File: src/rtl/oc8051_su_gate_pkg.sv
// Shared definitions for the supervisor-mode gate: fault codes, FSM states,
// frame-stack operations and default gate/secure-region addresses.
package oc8051_su_gate_pkg;

    typedef enum logic [1:0] {
        SU_FLT_NONE    = 2'd0,
        SU_FLT_ILLEGAL = 2'd1,
        SU_FLT_UNBAL   = 2'd2,
        SU_FLT_OVF     = 2'd3
    } su_fault_e;

    typedef enum logic [1:0] {
        SU_BOOT  = 2'd0,
        SU_USER  = 2'd1,
        SU_SUPER = 2'd2
    } su_state_e;

    typedef enum logic [2:0] {
        STK_NOP  = 3'd0,
        STK_PUSH = 3'd1,
        STK_POP  = 3'd2,
        STK_INCR = 3'd3,
        STK_DECR = 3'd4
    } stk_op_e;

    localparam logic [15:0] SU_GATE_ADDR = 16'h0100;
    localparam logic [15:0] SU_SEC_LO    = 16'h0100;
    localparam logic [15:0] SU_SEC_HI    = 16'h0FFF;

endpackage

File: src/rtl/oc8051_su_frame_stack.sv
// Stack of supervisor frames, each holding a call-depth counter; index 0 may
// be the boot frame until it is popped, after which it never returns.
module oc8051_su_frame_stack
    import oc8051_su_gate_pkg::*;
#(
    parameter int NEST_DEPTH = 4,
    parameter int CALL_W     = 6,
    localparam int LVL_W     = $clog2(NEST_DEPTH + 1),
    localparam int IDX_W     = (NEST_DEPTH > 1) ? $clog2(NEST_DEPTH) : 1
) (
    input  logic              clk,
    input  logic              rst,
    input  stk_op_e           i_op,
    output logic [CALL_W-1:0] o_top_depth,
    output logic              o_top_is_boot,
    output logic              o_boot_live,
    output logic              o_full,
    output logic              o_empty,
    output logic [LVL_W-1:0]  o_lvl
);

    logic [CALL_W-1:0] r_depth [NEST_DEPTH];
    logic [LVL_W-1:0]  r_lvl;
    logic              r_boot_mark;
    logic [IDX_W-1:0]  w_top_idx;
    logic [IDX_W-1:0]  w_push_idx;

    assign w_top_idx     = IDX_W'(r_lvl - LVL_W'(1));
    assign w_push_idx    = IDX_W'(r_lvl);
    assign o_empty       = (r_lvl == '0);
    assign o_full        = (r_lvl == LVL_W'(NEST_DEPTH));
    assign o_top_depth   = o_empty ? '0 : r_depth[w_top_idx];
    assign o_top_is_boot = r_boot_mark && (r_lvl == LVL_W'(1));
    assign o_boot_live   = r_boot_mark;
    assign o_lvl         = r_lvl;

    // NOTE: the frame array is a handful of flops, so it is reset like any
    // other state; a RAM macro would not allow this and is not wanted here.
    always_ff @(posedge clk or negedge rst) begin
        if (!rst) begin
            for (int i = 0; i < NEST_DEPTH; i++) r_depth[i] <= '0;
            r_lvl       <= LVL_W'(1);
            r_boot_mark <= 1'b1;
        end else begin
            unique case (i_op)
                STK_PUSH: if (!o_full) begin
                    r_depth[w_push_idx] <= '0;
                    r_lvl               <= r_lvl + LVL_W'(1);
                end
                STK_POP: if (!o_empty) begin
                    r_lvl <= r_lvl - LVL_W'(1);
                    if (r_lvl == LVL_W'(1)) r_boot_mark <= 1'b0;
                end
                STK_INCR: if (!o_empty && o_top_depth != '1)
                    r_depth[w_top_idx] <= o_top_depth + CALL_W'(1);
                STK_DECR: if (!o_empty && o_top_depth != '0)
                    r_depth[w_top_idx] <= o_top_depth - CALL_W'(1);
                default: ;
            endcase
        end
    end

endmodule

File: src/rtl/oc8051_su_gate.sv
// Watches committed calls/returns and emits registered enter/leave pulses to
// the privilege-level tracker, flagging illegal entry, imbalance and overflow.
module oc8051_su_gate
    import oc8051_su_gate_pkg::*;
#(
    parameter logic [15:0] GATE_ADDR  = SU_GATE_ADDR,
    parameter logic [15:0] SEC_LO     = SU_SEC_LO,
    parameter logic [15:0] SEC_HI     = SU_SEC_HI,
    parameter int          NEST_DEPTH = 4,
    parameter int          CALL_W     = 6,
    localparam int         LVL_W      = $clog2(NEST_DEPTH + 1)
) (
    input  logic             clk,
    input  logic             rst,
    input  logic             cmt_valid,
    input  logic             cmt_call,
    input  logic             cmt_ret,
    input  logic [15:0]      cmt_target,
    input  logic             boot_done,
    input  logic             fault_clr,
    output logic             enter_su_mode,
    output logic             leave_su_mode,
    output logic [LVL_W-1:0] nest_lvl,
    output logic             su_fault,
    output logic [1:0]       fault_code
);

    su_state_e         r_state, w_state_nxt;
    logic              r_enter, r_leave, r_su_fault;
    su_fault_e         r_fault_code, w_code;
    logic              w_enter, w_leave, w_fault;
    stk_op_e           w_op;
    logic [CALL_W-1:0] w_top_depth;
    logic              w_top_is_boot, w_boot_live, w_full, w_empty;
    logic [LVL_W-1:0]  w_lvl;
    logic              w_gate, w_secure;

    assign w_gate   = (cmt_target == GATE_ADDR);
    assign w_secure = (cmt_target >= SEC_LO) && (cmt_target <= SEC_HI);

    oc8051_su_frame_stack #(
        .NEST_DEPTH (NEST_DEPTH),
        .CALL_W     (CALL_W)
    ) u_stack (
        .clk           (clk),
        .rst           (rst),
        .i_op          (w_op),
        .o_top_depth   (w_top_depth),
        .o_top_is_boot (w_top_is_boot),
        .o_boot_live   (w_boot_live),
        .o_full        (w_full),
        .o_empty       (w_empty),
        .o_lvl         (w_lvl)
    );

    // NOTE: every signal gets its default first, so no path leaves a value
    // unassigned and no latch is inferred.
    always_comb begin
        w_op        = STK_NOP;
        w_state_nxt = r_state;
        w_enter     = 1'b0;
        w_leave     = 1'b0;
        w_fault     = 1'b0;
        w_code      = SU_FLT_NONE;

        if (cmt_valid) begin
            if (cmt_call && cmt_ret) begin
                w_fault = 1'b1;
                w_code  = SU_FLT_UNBAL;
            end else if (cmt_call) begin
                if (w_gate) begin
                    if (!w_full) begin
                        w_op        = STK_PUSH;
                        w_enter     = 1'b1;
                        w_state_nxt = SU_SUPER;
                    end else begin
                        w_fault = 1'b1;
                        w_code  = SU_FLT_OVF;
                    end
                end else if (r_state == SU_USER) begin
                    if (w_secure) begin
                        w_fault = 1'b1;
                        w_code  = SU_FLT_ILLEGAL;
                    end
                end else if (w_top_depth == '1) begin
                    w_fault = 1'b1;
                    w_code  = SU_FLT_OVF;
                end else begin
                    w_op = STK_INCR;
                end
            end else if (cmt_ret && r_state != SU_USER && !w_empty) begin
                if (w_top_depth != '0) begin
                    w_op = STK_DECR;
                end else if (w_top_is_boot) begin
                    w_fault = 1'b1;
                    w_code  = SU_FLT_UNBAL;
                end else begin
                    w_op    = STK_POP;
                    w_leave = 1'b1;
                    if (w_lvl == LVL_W'(1))
                        w_state_nxt = SU_USER;
                    else if (w_lvl == LVL_W'(2) && w_boot_live)
                        w_state_nxt = SU_BOOT;
                    else
                        w_state_nxt = SU_SUPER;
                end
            end
        end

        // A commit in the same cycle takes the slot; boot_done is then an error.
        if (boot_done) begin
            if (!cmt_valid && r_state == SU_BOOT && w_top_is_boot && w_top_depth == '0) begin
                w_op        = STK_POP;
                w_leave     = 1'b1;
                w_state_nxt = SU_USER;
            end else begin
                if (!w_fault) w_code = SU_FLT_UNBAL;
                w_fault = 1'b1;
            end
        end
    end

    // NOTE: sequential state uses non-blocking assignments so every flop
    // samples pre-edge values regardless of block ordering.
    always_ff @(posedge clk or negedge rst) begin
        if (!rst) begin
            r_state      <= SU_BOOT;
            r_enter      <= 1'b0;
            r_leave      <= 1'b0;
            r_su_fault   <= 1'b0;
            r_fault_code <= SU_FLT_NONE;
        end else begin
            r_state <= w_state_nxt;
            r_enter <= w_enter;
            r_leave <= w_leave;
            if (w_fault) begin
                r_su_fault <= 1'b1;
                if (!r_su_fault || fault_clr) r_fault_code <= w_code;
            end else if (fault_clr) begin
                r_su_fault   <= 1'b0;
                r_fault_code <= SU_FLT_NONE;
            end
        end
    end

    assign enter_su_mode = r_enter;
    assign leave_su_mode = r_leave;
    assign nest_lvl      = w_lvl;
    assign su_fault      = r_su_fault;
    assign fault_code    = r_fault_code;

endmodule

File: config.mk
export PLATFORM = sky130hd
export DESIGN_NAME = oc8051_su_gate
export DESIGN_NICKNAME = d
export VERILOG_FILES = /design/src/rtl/oc8051_su_gate_pkg.sv /design/src/rtl/oc8051_su_frame_stack.sv /design/src/rtl/oc8051_su_gate.sv
export SDC_FILE = /design/constraint.sdc
export NUM_CORES = 1
export LEC_CHECK = 0
export BUFFER_PORTS_ARGS = -buffer_cell sky130_fd_sc_hd__buf_2
export CAP_MARGIN = 20
export CORE_ASPECT_RATIO = 1.1
export CORE_MARGIN = 4
export CORE_UTILIZATION = 30
export DETAILED_ROUTE_END_ITERATION = 8
export PLACE_DENSITY = 0.58
export RECOVER_POWER = 50
export SKIP_CTS_REPAIR_TIMING = 1
export SYNTH_ARGS = -nofsm -noshare
export SYNTH_HDL_FRONTEND = slang
export SYNTH_HIERARCHICAL = 1
export SYNTH_SLANG_ARGS = --single-unit
File: constraint.sdc
create_clock -name clk -period 5.6 [get_ports clk]
set_input_delay 0.28 -clock clk [delete_from_list [all_inputs] [get_ports clk]]
set_output_delay 0.28 -clock clk [all_outputs]
set_load 0.02 [all_outputs]
# After elaboration in Yosys (flattened, before gate mapping)

Index checks and enable logic that the tools add are counted.

Register bits: 35
Input port bits: 23
Output and inout port bits: 8

Add/subtract/negate cells: 4
Magnitude comparators: 6
Eq/ne operators: 17
Multiplexer cells: 86
Bitwise gates (word level): 5
Reductions and logical operators: 28

Operators by type and width:

| operator                                                                              | number |
|---|---|
| 24-bit two-way mux                                                                    | 3 |
| 24-bit one-hot mux with 3 select lines                                                | 1 |
| 2-bit two-way mux                                                                     | 31 |
| 24-bit bitwise mux                                                                    | 2 |
| 1-bit two-way mux                                                                     | 30 |
| 3-bit two-way mux                                                                     | 10 |
| 6-bit two-way mux                                                                     | 5 |
| 24-bit AND                                                                            | 1 |
| 6-bit demux with 2-bit select                                                         | 2 |
| 24-bit inverter                                                                       | 1 |
| 16-bit by 9-bit == test with 1-bit output (second input constant)                     | 1 |
| 16-bit by 9-bit greater-or-equal comparator with 1-bit output (second input constant) | 1 |
| 16-bit by 12-bit less-or-equal comparator with 1-bit output (second input constant)   | 1 |
| 1-bit logical AND                                                                     | 13 |
| 6-bit binary-select mux with 2-bit select                                             | 1 |
| 3-bit by 2-bit == test with 1-bit output (second input constant)                      | 3 |
| 2-bit by 1-bit != test with 1-bit output (second input constant)                      | 4 |
| 6-bit by 1-bit adder with 6-bit output (second input constant)                        | 1 |
| 3-bit by 1-bit == test with 1-bit output (second input constant)                      | 2 |
| 3-bit == test (second input constant)                                                 | 2 |
| 6-bit == test (second input constant)                                                 | 1 |
| 3-bit greater-or-equal comparator (second input constant)                             | 2 |
| 6-bit logical NOT                                                                     | 1 |
| 3-bit by 1-bit less-than comparator with 1-bit output (second input constant)         | 2 |
| 19 further kinds                                                                      | 25 |

# Logic depth before layout (Yosys ltp)

Depth in word-level cells: 18
Gate-level depth with buffers: 22
Mapped depth without buffers: 18

# Modules after synthesis

The synthesis kept the hierarchy.

Modules (own cells, without submodules):

| module                | instances | cells an instance | area an instance (um^2) | seq. area each (um^2) |
|---|---|---|---|---|
| oc8051_su_frame_stack | 1         | 222               | 2,105.8                 | 703.2 |
| oc8051_su_gate        | 1         | 67                | 580.6                   | 175.2 |

# Worst setup path after synthesis

OpenSTA, ideal clock, no wires.

Path kind: register to register
From: register u_stack.r_lvl[0] (netlist: u_stack/o_lvl[0])
To: register u_stack/r_depth[5] (netlist name)
Setup time: 66 ps
Data arrival time: 4,421 ps
Setup slack: 1,112 ps
Stages on the path, launching flop included: 20
Path buffers: 4
Clock period less this slack: 4,488 ps
Path through: dfstp_2 -> buf_6 -> inv_1 -> ha_1 -> clkbuf_2 -> mux4_2 -> buf_6 -> and2_1 -> nor4_1 -> and2_2 -> nand4_1 -> a22o_1 -> nand2_1 -> and3b_1 -> clkbuf_1 -> o21ai_0 -> nand2_1 -> o211ai_2 -> a311oi_2 -> a22o_1

Cells in the longest elaborated chain, start to end: 18

Ends and longest elaborated chain:

| item                                                                                    | RTL line                    | RTL |
|---|---|---|
| from (decl)                                                                             | oc8051_su_frame_stack.sv:23 | `logic [LVL_W-1:0] r_lvl;` |
| from (signal assigned)                                                                  | oc8051_su_frame_stack.sv:48 | `r_lvl <= r_lvl + LVL_W'(1);` |
| from (signal assigned)                                                                  | oc8051_su_frame_stack.sv:51 | `r_lvl <= r_lvl - LVL_W'(1);` |
| 3-bit by 1-bit subtractor with 3-bit output                                             | --                          |  |
| 2-bit inverter with 3-bit output (implied by the code)                                  | oc8051_su_frame_stack.sv:32 | `assign o_top_depth = o_empty ? '0 : r_depth[w_top_idx];` |
| 6-bit binary-select mux with 2-bit select                                               | oc8051_su_frame_stack.sv:32 |  |
| 6-bit two-way mux (implied by the code) (2 in series)                                   | oc8051_su_frame_stack.sv:32 |  |
| 6-bit two-way mux *                                                                     | oc8051_su_frame_stack.sv:32 |  |
| named net w_top_depth[3]                                                                | oc8051_su_gate.sv:33        | `logic [CALL_W-1:0] w_top_depth;` |
| 6-bit == test                                                                           | oc8051_su_gate.sv:85        | `end else if (w_top_depth == '1) begin` |
| 2-bit two-way mux                                                                       | oc8051_su_gate.sv:85        |  |
| [3 not listed]                                                                          | --                          |  |
| 3-bit two-way mux                                                                       | oc8051_su_gate.sv:67        | `if (cmt_call && cmt_ret) begin` |
| 3-bit two-way mux                                                                       | oc8051_su_gate.sv:66        | `if (cmt_valid) begin` |
| 3-bit two-way mux                                                                       | oc8051_su_gate.sv:112       | `if (!cmt_valid && r_state == SU_BOOT && w_top_is_boot && w_top_depth == '0) begin` |
| 3-bit two-way mux *                                                                     | oc8051_su_gate.sv:111       | `if (boot_done) begin` |
| named net w_op[1]                                                                       | oc8051_su_gate.sv:32        | `stk_op_e w_op;` |
| 3-bit == test, or another cell as far along                                             | oc8051_su_frame_stack.sv:45 | `unique case (i_op)` |
| 2-bit by 1-bit != test with 1-bit output (no source line), or another cell as far along | --                          |  |
| 4-bit AND reduction (no source line)                                                    | --                          |  |
| to (signal, indexed assignment)                                                         | oc8051_su_frame_stack.sv:55 | `r_depth[w_top_idx] <= o_top_depth + CALL_W'(1);` |
| to (signal, indexed assignment)                                                         | oc8051_su_frame_stack.sv:57 | `r_depth[w_top_idx] <= o_top_depth - CALL_W'(1);` |
| to (decl)                                                                               | oc8051_su_frame_stack.sv:22 | `logic [CALL_W-1:0] r_depth [NEST_DEPTH];` |

The timed path passes the listed nets; every way through them passes the cells marked *. The select of a mux whose other input is x is not followed.
A chain may end at the register's enable or synchronous reset.

# Final worst setup path

From: register u_stack.r_lvl[1] (netlist: u_stack/o_lvl[1])
To: register u_stack/r_depth[11] (netlist name)

The elaborated chain is that of the path after synthesis.

==> run summary <==
======================================================================================
Initial Util ............................................................        0.315
Number of distinct standard cells referenced by the synthesized netlist .           71
Post-synth top area share ...............................................        0.307
CTS tree ................................................................          yes
Sinks on the clock net ..................................................           35
Path type of the worst min-delay path ................................... input pin to register
Worst skew pair latency .................................................      0.30 ns
Cell count after synthesis ..............................................          289
Cell types with the largest area share after synthesis .................. sky130_fd_sc_hd__dfrtp_1 (31%), sky130_fd_sc_hd__nand2_1 (5.6%), sky130_fd_sc_hd__ha_1 (5.1%)
Std-Cell Core Area ......................................................    8540 um^2
Leak Pwr ................................................................      1.24 nW
Yosys warning count .....................................................            6
Combined global-route utilization of all metal layers ...................        0.141
Number of global-route vias before repair ...............................        2,451
Pin count of the biggest net entering global routing ....................           36
Fill cells ..............................................................          862
Top-count cell post-synth ............................................... sky130_fd_sc_hd__nand2_1
Total Die Area ..........................................................  10,500 um^2
Start-to-end type of the worst setup path ............................... register to register
Standard-cell row count .................................................           35
Number of maximum-capacitance constraint violations .....................            1
Fraction of layout cells with a size suffix above 1 .....................        0.203
Comb pwr share ..........................................................        0.526
1st-pass router iterations ..............................................            6
Max-slew headroom at the worst pin ......................................       -0.266
Total count of hold-check failures in the final report ..................            0
Violations in the final reports ......................................... capacitance limit, slew limit
Switching Share .........................................................        0.457
Wire length per cell after detailed routing .............................      16.8 um
Area added between synthesis and finish .................................        12.4%
Reg power frac ..........................................................        0.287
Worst clock skew ........................................................   0.00870 ns
Initial drt markers .....................................................          208
Post-route ant nets .....................................................            0
Via-to-Cell Ratio .......................................................         5.74
Y dimension of the die ..................................................       107 um
First-pass GRT wire length ..............................................      12.0 mm
Startpoint kind of the worst setup timing path ..........................     register
Fin Hold WS .............................................................     0.283 ns
Power density cells .....................................................  425 nW/um^2
Synth Register Bits .....................................................           35
Count of final max-slew check failures ..................................           36
Run status .............................................................. finished with violations
Sequential-to-total area share from yosys stat ..........................        0.327
Maximum clock frequency .................................................      204 MHz
Avg Cell Area, Syn ......................................................    9.30 um^2
Most instantiated flip-flop cell in the synthesis netlist ............... sky130_fd_sc_hd__dfrtp_1
Io pins .................................................................           31
Worst endpoint required time ............................................      5.83 ns
Post-Syn Nets ...........................................................          323
Min Tclk post-route .....................................................      4.90 ns
Chip width ..............................................................      98.2 um
Routability congestion estimate from global placement ...................        0.890
Final routed DRC violation total ........................................            0
Switching Power .........................................................     0.587 mW
Setup-failing EPs final .................................................            0
Total Wirelength ........................................................      7.16 mm
Cell type with the largest total area after synthesis ................... sky130_fd_sc_hd__dfrtp_1
Antenna Cells ...........................................................            0
Clock group share of total power ........................................        0.187
Num CTS Buffers .........................................................            5
Worst IR Drop VDD .......................................................     0.213 mV
Number of flops mapped to enable cells by yosys .........................            0
Fraction of synthesis flops using an asynchronous set or reset pin ......         1.00
Data arrival at the endpoint of the critical path .......................      5.13 ns
Worst Tran Pin Value ....................................................      1.90 ns
Cell area after synthesis ...............................................    2690 um^2
Clock root buffer ....................................................... sky130_fd_sc_hd__clkbuf_8
Final Cycle Share .......................................................        0.875
Clock transition at the registers of the reported paths .................      0.08 ns
DP Wirelength ...........................................................      5.40 mm
Number of antenna violations at the first check in global routing .......            0
Commonest cells post-synth .............................................. sky130_fd_sc_hd__nand2_1 (40), sky130_fd_sc_hd__dfrtp_1 (33), sky130_fd_sc_hd__nor2_1 (15)
Via total after detailed routing ........................................        2,452
Global-route congestion overflow total ..................................            0
Max H-tree Level ........................................................            2
RSZ-0062 raised after global routing ....................................           no
Final layout net count ..................................................          349
Clock Tree Buf Depth ....................................................            2
Critical Path Fanout Max ................................................           18
Port Buffers ............................................................           30
Post-Route Setup TNS ....................................................         0 ns
Total internal power ....................................................     0.696 mW
Critical path endpoint category .........................................     register
======================================================================================
-- path summary, 6_finish.rpt --
| kind | startpoint | endpoint | slack, ns | depth (start not counted) |
|---|---|---|---|---|
| setup reg to reg | u_stack/o_lvl[1]$_DFFE_PN0P_ | u_stack/r_depth[11]$_DFFE_PN0P_ | 0.70 | 15 |
| max in group asynchronous | rst | u_stack/r_depth[7]$_DFFE_PN0P_ | 4.00 | 1 |
| hold reg to reg | u_stack/o_boot_live$_DFFE_PN1P_ | u_stack/o_boot_live$_DFFE_PN1P_ | 0.49 | 1 |
| min in group asynchronous | rst | enter_su_mode$_DFF_PN0_ | 0.49 | 1 |
| setup / recovery | u_stack/o_lvl[1]$_DFFE_PN0P_ | u_stack/r_depth[11]$_DFFE_PN0P_ | 0.70 | 15 |
| hold / removal | fault_clr | su_fault$_DFFE_PN0P_ | 0.28 | 3 |
-- metrics by stage --
step           utilization  std cells  cell area (um^2)  power [mW]  setup slack [ns]
3_5_place_dp         0.340        419              2910        1.03             0.607
3_3_place_gp         0.340        419              2910        1.03             0.724
2_1_floorplan            -        289              2690       0.877              1.11
5_1_grt              0.354        427              3020        1.37             0.226
4_1_cts              0.354        427              3020        1.28             0.527
6_report             0.354        427              3020        1.28             0.699
-- logic make-up after synthesis --
family	after synthesis	synth area share
simple gates	123	0.255
compound gates	79	0.233
flops	35	0.327
buf+inv	25	0.0480
fa+ha+maj	11	0.0512
mux	10	0.0661
xor+xnor	6	0.0196
-- layout by cell type (no fill, tap or decap), types with 3 or more instances in the layout --
cell type / count
sky130_fd_sc_hd__o2bb2ai_1: 9
sky130_fd_sc_hd__nand3_1: 10
sky130_fd_sc_hd__nand3b_1: 5
sky130_fd_sc_hd__a22o_1: 12
sky130_fd_sc_hd__nor3_1: 7
sky130_fd_sc_hd__o31ai_1: 3
sky130_fd_sc_hd__o21ai_0: 12
sky130_fd_sc_hd__ha_1: 10
sky130_fd_sc_hd__xor2_1: 3
sky130_fd_sc_hd__nor4_1: 3
sky130_fd_sc_hd__dfrtp_1: 33
sky130_fd_sc_hd__clkbuf_1: 5
sky130_fd_sc_hd__o221ai_1: 7
sky130_fd_sc_hd__clkbuf_8: 5
sky130_fd_sc_hd__nor3b_1: 5
sky130_fd_sc_hd__nand2b_1: 6
sky130_fd_sc_hd__buf_2: 25
sky130_fd_sc_hd__nor2_1: 15
sky130_fd_sc_hd__o21ai_1: 5
sky130_fd_sc_hd__a21oi_1: 5
sky130_fd_sc_hd__and2_1: 7
sky130_fd_sc_hd__nand2_1: 40
sky130_fd_sc_hd__xnor2_1: 3
sky130_fd_sc_hd__inv_1: 12
sky130_fd_sc_hd__nand4_1: 3
sky130_fd_sc_hd__mux4_2: 6
sky130_fd_sc_hd__o211ai_1: 3
-- power groups by stage --
stage | Combinational (mW) | Sequential [mW] | Clock, mW
detailed placement | 0.658 | 0.371 | 0
floorplan | 0.505 | 0.373 | 0
CTS | 0.663 | 0.366 | 0.248
global route | 0.730 | 0.375 | 0.261
global placement | 0.661 | 0.368 | 0
finish | 0.675 | 0.368 | 0.240
-- state kept, by name (all words and copies together), names as in the netlist --
name                 flops
u_stack/o_boot_live      1
su_fault                 1
leave_su_mode            1
enter_su_mode            1
r_state                  2
fault_code               2
u_stack/o_lvl            3
u_stack/r_depth         24
-- cell type report --
| cell class | instances | area (um^2) | share of cell area |
|---|---|---|---|
| well taps | 111 | 139 | 0.0460 |
| clock buffers | 5 | 68.8 | 0.0228 |
| flip-flops and latches | 35 | 878 | 0.291 |
| repair buffers | 32 | 159 | 0.0526 |
| clock inverters | 3 | 47.5 | 0.0157 |
| multi-input cells | 229 | 1680 | 0.557 |
| inverters | 12 | 45.0 | 0.0149 |
-- critical path, stage by stage (launching register included) --
cell and delay (ns):
sky130_fd_sc_hd__dfrtp_1 0.50, sky130_fd_sc_hd__inv_1 0.16, sky130_fd_sc_hd__ha_2 0.53, sky130_fd_sc_hd__mux4_2 0.48
sky130_fd_sc_hd__and2_1 0.26, sky130_fd_sc_hd__nor4_1 0.34, sky130_fd_sc_hd__and2_2 0.24, sky130_fd_sc_hd__nand4_1 0.23
sky130_fd_sc_hd__a22o_1 0.31, sky130_fd_sc_hd__nand2_1 0.19, sky130_fd_sc_hd__and3b_1 0.35, sky130_fd_sc_hd__o21ai_0 0.13
sky130_fd_sc_hd__nand2_1 0.13, sky130_fd_sc_hd__o211ai_2 0.32, sky130_fd_sc_hd__a311oi_2 0.47, sky130_fd_sc_hd__a22o_1 0.21
-- layer usage --
metal	part of all wire	global-route usage	vias to the layer above
li1	-	-	1137
met1	0.43	0.181	1168
met2	0.45	0.224	126
met3	0.092	0.0351	21
met4	0.025	0.0605	0
met5	0	0	-
(Power assumes the default switching activity.)
